### src/rtl/dcnt_sched_pkg.sv
// Shared definitions for the countdown scheduler: state encoding and default width.
package dcnt_sched_pkg;

    localparam int DEF_WIDTH = 4;

    typedef enum logic [1:0] {
        ST_IDLE = 2'b00,
        ST_LOAD = 2'b01,
        ST_RUN  = 2'b10,
        ST_DONE = 2'b11
    } state_t;

endpackage

### src/rtl/dcnt_core.sv
// Loadable down-counter: load wins over enable, and the count stops at zero.
module dcnt_core
    import dcnt_sched_pkg::*;
#(
    parameter int WIDTH = DEF_WIDTH
) (
    input  logic             clk,
    input  logic             rst,
    input  logic             ld,
    input  logic             en,
    input  logic [WIDTH-1:0] din,
    output logic [WIDTH-1:0] q
);

    logic [WIDTH-1:0] q_q;
    logic [WIDTH-1:0] q_d;

    // Next count: preset load, else decrement unless already at the terminal zero
    always_comb begin
        q_d = q_q;
        if (ld) begin
            q_d = din;
        end else if (en && (q_q != '0)) begin
            q_d = q_q - WIDTH'(1);
        end
    end

    // Count register, cleared asynchronously by the active-low reset
    always_ff @(posedge clk or negedge rst) begin
        if (!rst) begin
            q_q <= '0;
        end else begin
            q_q <= q_d;
        end
    end

    assign q = q_q;

endmodule

### src/rtl/dcnt_sched.sv
// Two-requester round-robin scheduler sharing one countdown counter.
module dcnt_sched
    import dcnt_sched_pkg::*;
#(
    parameter int WIDTH = DEF_WIDTH
) (
    input  logic             clk,
    input  logic             rst,
    input  logic [1:0]       req,
    input  logic [WIDTH-1:0] d0,
    input  logic [WIDTH-1:0] d1,
    input  logic             hold,
    output logic [1:0]       gnt,
    output logic             busy,
    output logic [1:0]       done,
    output logic [WIDTH-1:0] q
);

    state_t           state_q, state_d;
    logic [1:0]       gnt_q, gnt_d;
    logic [1:0]       done_q, done_d;
    logic             last_q, last_d;   // index of the requester served most recently
    logic             win;
    logic             ld;
    logic             en;
    logic [WIDTH-1:0] din;
    logic [WIDTH-1:0] cnt;

    // The preset always comes from whichever requester currently holds the grant
    assign din = gnt_q[1] ? d1 : d0;

    dcnt_core #(.WIDTH(WIDTH)) u_core (
        .clk (clk),
        .rst (rst),
        .ld  (ld),
        .en  (en),
        .din (din),
        .q   (cnt)
    );

    // Next-state, arbitration and counter control
    always_comb begin
        state_d = state_q;
        gnt_d   = gnt_q;
        done_d  = 2'b00;
        last_d  = last_q;
        win     = 1'b0;
        ld      = 1'b0;
        en      = 1'b0;
        case (state_q)
            ST_IDLE: begin
                if (req != 2'b00) begin
                    // On contention the requester not served last time wins
                    win     = (req == 2'b11) ? ~last_q : req[1];
                    gnt_d   = win ? 2'b10 : 2'b01;
                    last_d  = win;
                    state_d = ST_LOAD;
                end
            end
            ST_LOAD: begin
                ld      = 1'b1;
                state_d = ST_RUN;
            end
            ST_RUN: begin
                if (cnt == '0) begin
                    done_d  = gnt_q;
                    state_d = ST_DONE;
                end else begin
                    en = ~hold;
                end
            end
            ST_DONE: begin
                gnt_d   = 2'b00;
                state_d = ST_IDLE;
            end
            default: begin
                state_d = ST_IDLE;
            end
        endcase
    end

    // State, grant, completion and last-served registers
    always_ff @(posedge clk or negedge rst) begin
        if (!rst) begin
            state_q <= ST_IDLE;
            gnt_q   <= 2'b00;
            done_q  <= 2'b00;
            last_q  <= 1'b1;
        end else begin
            state_q <= state_d;
            gnt_q   <= gnt_d;
            done_q  <= done_d;
            last_q  <= last_d;
        end
    end

    assign gnt  = gnt_q;
    assign done = done_q;
    assign busy = (state_q != ST_IDLE);
    assign q    = cnt;

endmodule

### config.mk
export PLATFORM = sky130hd
export DESIGN_NAME = dcnt_sched
export DESIGN_NICKNAME = d
export VERILOG_FILES = /design/src/rtl/dcnt_sched_pkg.sv /design/src/rtl/dcnt_core.sv /design/src/rtl/dcnt_sched.sv
export SDC_FILE = /design/constraint.sdc
export NUM_CORES = 1
export LEC_CHECK = 0
export BUFFER_PORTS_ARGS = -buffer_cell sky130_fd_sc_hd__buf_2
export CORE_UTILIZATION = 40
export CTS_BUF_LIST = sky130_fd_sc_hd__clkbuf_2
export DETAILED_ROUTE_END_ITERATION = 16
export PLACE_DENSITY = 0.77
export SYNTH_ARGS = -nofsm -noshare
export SYNTH_HDL_FRONTEND = slang
export SYNTH_SLANG_ARGS = --single-unit
### constraint.sdc
create_clock -name clk -period 4.3 [get_ports clk]
set_clock_uncertainty 0.15 [all_clocks]
set_input_delay 0.43 -clock clk [delete_from_list [all_inputs] [get_ports clk]]
set_output_delay 0.43 -clock clk [all_outputs]
set_load 0.03 [all_outputs]
## Word level (Yosys, flattened, before mapping)

Index checks and enable logic that the tools add are counted.

- Output and inout bits: 9
- Memories: 0
- Word-level logic and storage cells: 40
- Bits of input ports: 13
- Bits in registers: 11
- Memory bits (read-only): 0
- Bits in latches: 0
- Bits in writable memories: 0

- Order comparisons: 0
- Equal/unequal tests: 6
- Reduce and logical (&&, ||, !) cells: 11
- Add/subtract/negate cells: 1
- Shifts and indexed selects: 0
- Multiply operators: 0
- Divide/modulo/power cells: 0
- Mux-type cells: 15
- Bitwise gates (word level): 2

Operators with widths:

| operator | number |
|---|---|
| 2-bit two-way mux | 6 |
| 4-bit two-way mux | 3 |
| 2-bit case mux with 4 select lines | 1 |
| 2-bit nonzero test | 4 |
| 2-bit == test, second input constant | 3 |
| 2-bit AND reduction | 3 |
| 4-bit zero test | 1 |
| 1-bit two-way mux | 4 |
| 2-bit != test, second input constant | 2 |
| 2-bit case mux with 2 select lines | 1 |
| 4-bit nonzero test | 1 |
| 4-bit by 1-bit subtractor with 4-bit output, second input constant | 1 |
| 2-bit by 1-bit == test with 1-bit output, second input constant | 1 |
| 2-bit zero test | 1 |
| 1-bit NOT | 2 |
| 1-bit logical AND | 1 |

## Logic depth before layout (Yosys ltp)

- Word-level depth: 6
- Depth in mapped cells: 6
- Mapped depth without buffers: 6

## Cells and area by module

From an unflattened synthesis, not the netlist that was laid out.

- Cell total of the unflattened synthesis: 69
- Area total of the unflattened synthesis: 705.7 sq um

Modules (own cells, without submodules):

| module | cells each | area an instance (sq um) | instances | sequential area each (sq um) |
|---|---|---|---|---|
| dcnt_sched | 42 | 437.9 | 1 | 176.4 |
| dcnt_core | 27 | 267.8 | 1 | 100.1 |

## Worst setup path after synthesis

OpenSTA, ideal clock, no wires.

- Kind: register to register
- From: reg u_core.q_q[0], in the netlist u_core.q[0]
- To: reg state_q[1]
- Path buffers: 0
- Clock period less this slack: 1.785 ns
- Stages on the path, launching flop included: 7
- Slack: 2.515 ns
- Arrival time: 1.508 ns
- Library setup time: 0.128 ns
- Data required time: 4.022 ns
- Path through: dfrtp_1 -> inv_1 -> ha_1 -> nor3b_4 -> nor2b_2 -> a21oi_2 -> mux2_1

- Cells in the longest elaborated chain, start to end: 3

Ends and longest elaborated chain:

| item | RTL line | source |
|---|---|---|
| start, declared | dcnt_core.sv:15 | `logic [WIDTH-1:0] q_q;` |
| start signal, assigned | dcnt_core.sv:33 | `q_q <= q_d;` |
| 4-bit zero test | dcnt_sched.sv:65 | `if (cnt == '0) begin` |
| 2-bit != test (no source line) | - |  |
| 2-bit AND reduction (no source line) | - |  |
| end signal, assigned | dcnt_sched.sv:90 | `state_q <= state_d;` |
| end, declared | dcnt_sched.sv:19 | `state_t state_q, state_d;` |

Every way passes these cells.
A chain may end at the register's enable or synchronous reset.

## Worst setup path in the final report

- From: reg state_q[0]
- To: out busy

- Cells in the longest elaborated chain, start to end: 1

Ends and longest elaborated chain:

| item | RTL line | source |
|---|---|---|
| 2-bit nonzero test | dcnt_sched.sv:99 | `assign busy = (state_q != ST_IDLE);` |
| end, declared | dcnt_sched.sv:14 | `output logic busy,` |

Every way passes these cells.

==> impl_metrics.ini <==
[finish]
final-instance-count-excl-fill = 103
nets = 106
final_cell_area_um2 = 811
diodes = 0
area_growth_pct = 21.3
drive_above_1_share_pct = 36.8
fillCellCount = 158

[floorplan]
dieArea_um2 = 1840
die-height_um = 42.9
rows = 14
initial_utilization_pct = 43.3
ios = 22
core_area_um2 = 1540
die_w_um = 42.9

[yosys]
yosysSeqAreaShare_pct = 41.4
syn_area_per_cell_um2 = 10.4
ys_warn_count = 0
ys_seq_elements = 11
synth_cell_types = 29
synth_area_um2 = 668
synth_fp_nets = 82
postSynthCellCount = 64
synth_edf_count = 0
synth-main-ff-cell = dfrtp_1
ys_async_sr_fraction_pct = 100

[sta]
fin_setup_tns_ns = 0
setup_viol = 0
hold_viol = 0
rsz0062_at_grt = false
drv_slew = 0
worstMarginPinSlew_ns = 0.335
setup_slack_ns = 2.38
fin_crit_sh_pct = 44.6
fin_crit_ns = 1.92
slew_headroom_pct = 77.7
max_freq_mhz = 521

[setup_path]
required_ns = 3.72
end_kind = output port
crit_slowest_cell = dfrtp_1
cp-start-kind = flop
cp.buffers_inverters = 3
r2r_cells = 6
critPathTopFamily = flip-flops
critical_path_peak_fanout = 8
critPathKind = reg2out
arrival_ns = 1.34
crit_chain = inv_1 -> ha_1 -> inv_1 -> buf_2
slowest_delay_ns = 0.43
critical_path.most_common_cell = inv_1
r2r_start = u_core.q[0]$_DFFE_PN0P_
r2r_slack_ns = 2.50
r2r-end = state_q[1]$_DFFE_PN0P_

[global_route]
first_global_vias = 452
gr-total-overflow = 0
grt_max_degree = 12
grt.total_usage_pct = 15.1
grt_pass1_wl_um = 2010
antenna_found_initial = 0

[power_and_ir_drop]
finalPower_mw = 0.590
vdd_drop_max_v = 0.000340
power_density_nw_per_um2 = 727
leakagePower_nw = 0.420

[cts]
cts_setup_buffers = 0
cts-root-buf = clkbuf_2
cts.sinks = 11
cts_tree = done
cts.reportedPaths.clkPinSlew_ns = 0.10
insertion_delay_ns = 0.25
cts-buffers-inserted = 3
clk_path_buf_depth = 2
postCtsResizedCells = 0
htreeDepth = 1

[route]
vias = 515
drt_first_iter_violations = 7
drt-total-wl_um = 1240
viasPerCell = 5.00
ant_nets = 0
drt_pass1_iterations = 4
wl_per_cell_um = 12.0
drc = 0

[placement]
io_buffers = 21
place_hpwl_um = 955
dpl.cell_count = 98
gp_congestion = 0.728
placed_area_um2 = 781
place_ws_ns = 2.54

[job]
cap_violations = 0

[min_path]
hp-class = in2reg
hold_depth = 2
hp-start = req[0]
holdPathEnd = last_q$_DFFE_PN1P_

[run_status]
status = finished, final reports clean
-- cells by family (layout without fill, tap and decap cells) --
| family | count (synthesis) | after routing | synth area share [%] |
|---|---|---|---|
| flops | 11 | 11 | 41.4 |
| buf+inv | 9 | 32 | 5.24 |
| compound gates | 13 | 13 | 13.9 |
| fa+ha+maj | 5 | 5 | 9.36 |
| xor+xnor | 1 | 1 | 1.31 |
| simple gates | 17 | 17 | 16.3 |
| mux | 8 | 8 | 12.5 |
-- registers in the layout, indices dropped and copies added, names as in the netlist --
register,cells
u_core.q,4
gnt,2
last_q,1
done,2
state_q,2
-- repair_timing --
action                                  in CTS  in global routing
hold buffers                                 1                  0
endpoints found under the hold margin       10                  0
endpoints found under the setup margin       0                  0
-- routing by layer --
| layer | wire length, um | GRT usage, % | vias to the layer above |
|---|---|---|---|
| li1 | - | - | 269 |
| met1 | 619 | 20.6 | 229 |
| met2 | 561 | 21.8 | 15 |
| met3 | 37 | 1.28 | 2 |
| met4 | 21 | 11.3 | 0 |
| met5 | 0 | 0 | - |
-- stage by stage --
step	utilization, %	hold slack (ns)
global route	52.6	0.227
CTS	52.6	0.222
floorplan	-	-0.0156
global placement	50.6	0.159
detailed placement	50.6	0.162
finish	52.6	0.232
-- layout make-up --
class	instances	area, um^2	share of cell area, %
flip-flops and latches	11	277	34.1
repair buffers	22	115	14.2
well taps	16	20.0	2.47
inverters	6	22.5	2.78
clock buffers	4	20.0	2.47
multi-input cells	44	357	44.0
-- power breakdown --
group	internal, mW	total, mW	switching (mW)
combinational	0.139	0.325	0.186
clock	0.0247	0.0581	0.0334
sequential	0.150	0.207	0.0564
total	0.314	0.590	0.276
-- cell usage after synthesis, types with 2 or more instances --
library cell | number | area, um^2
mux2i_1 | 5 | 50.1
and3_1 | 2 | 12.5
a21oi_1 | 2 | 10.0
inv_1 | 6 | 22.5
ha_1 | 5 | 62.6
nor2_1 | 5 | 18.8
clkbuf_1 | 2 | 7.51
nand2_1 | 4 | 15.0
a22o_1 | 2 | 17.5
mux2_2 | 2 | 22.5
o21ai_1 | 2 | 10.0
dfrtp_1 | 10 | 250
-- worst max path at each step --
stage | from | cells past startpoint | slack (ns) | endpoint
after floorplan | u_core.q[0]$_DFFE_PN0P_ | 6 | 2.51 | state_q[1]$_DFFE_PN0P_
after global placement | u_core.q[0]$_DFFE_PN0P_ | 6 | 2.62 | state_q[1]$_DFFE_PN0P_
after detailed placement | u_core.q[0]$_DFFE_PN0P_ | 6 | 2.54 | state_q[1]$_DFFE_PN0P_
after CTS | state_q[0]$_DFFE_PN0P_ | 4 | 2.36 | busy
after global routing | state_q[0]$_DFFE_PN0P_ | 4 | 2.25 | busy
final | state_q[0]$_DFFE_PN0P_ | 4 | 2.38 | busy
-- cells in the final DEF, fill, tap and decap left out, drive strengths merged --
| cell type | count |
|---|---|
| clkbuf | 4 |
| inv | 6 |
| mux2i | 5 |
| dfstp | 1 |
| buf | 21 |
| nand2b | 1 |
| a31oi | 1 |
| nor4 | 1 |
| a22o | 2 |
| a21o | 1 |
| nor2b | 2 |
| a32o | 1 |
| and4b | 1 |
| nor3b | 1 |
| a21oi | 3 |
| a211oi | 1 |
| and3 | 2 |
| ha | 5 |
| nand2 | 4 |
| xnor2 | 1 |
| dfrtp | 10 |
| mux2 | 3 |
| o21ai | 2 |
| o22a | 1 |
| nor2 | 5 |
| o22ai | 1 |
| dlygate4sd3 | 1 |
Note: power is estimated with default switching activity, not from simulation.
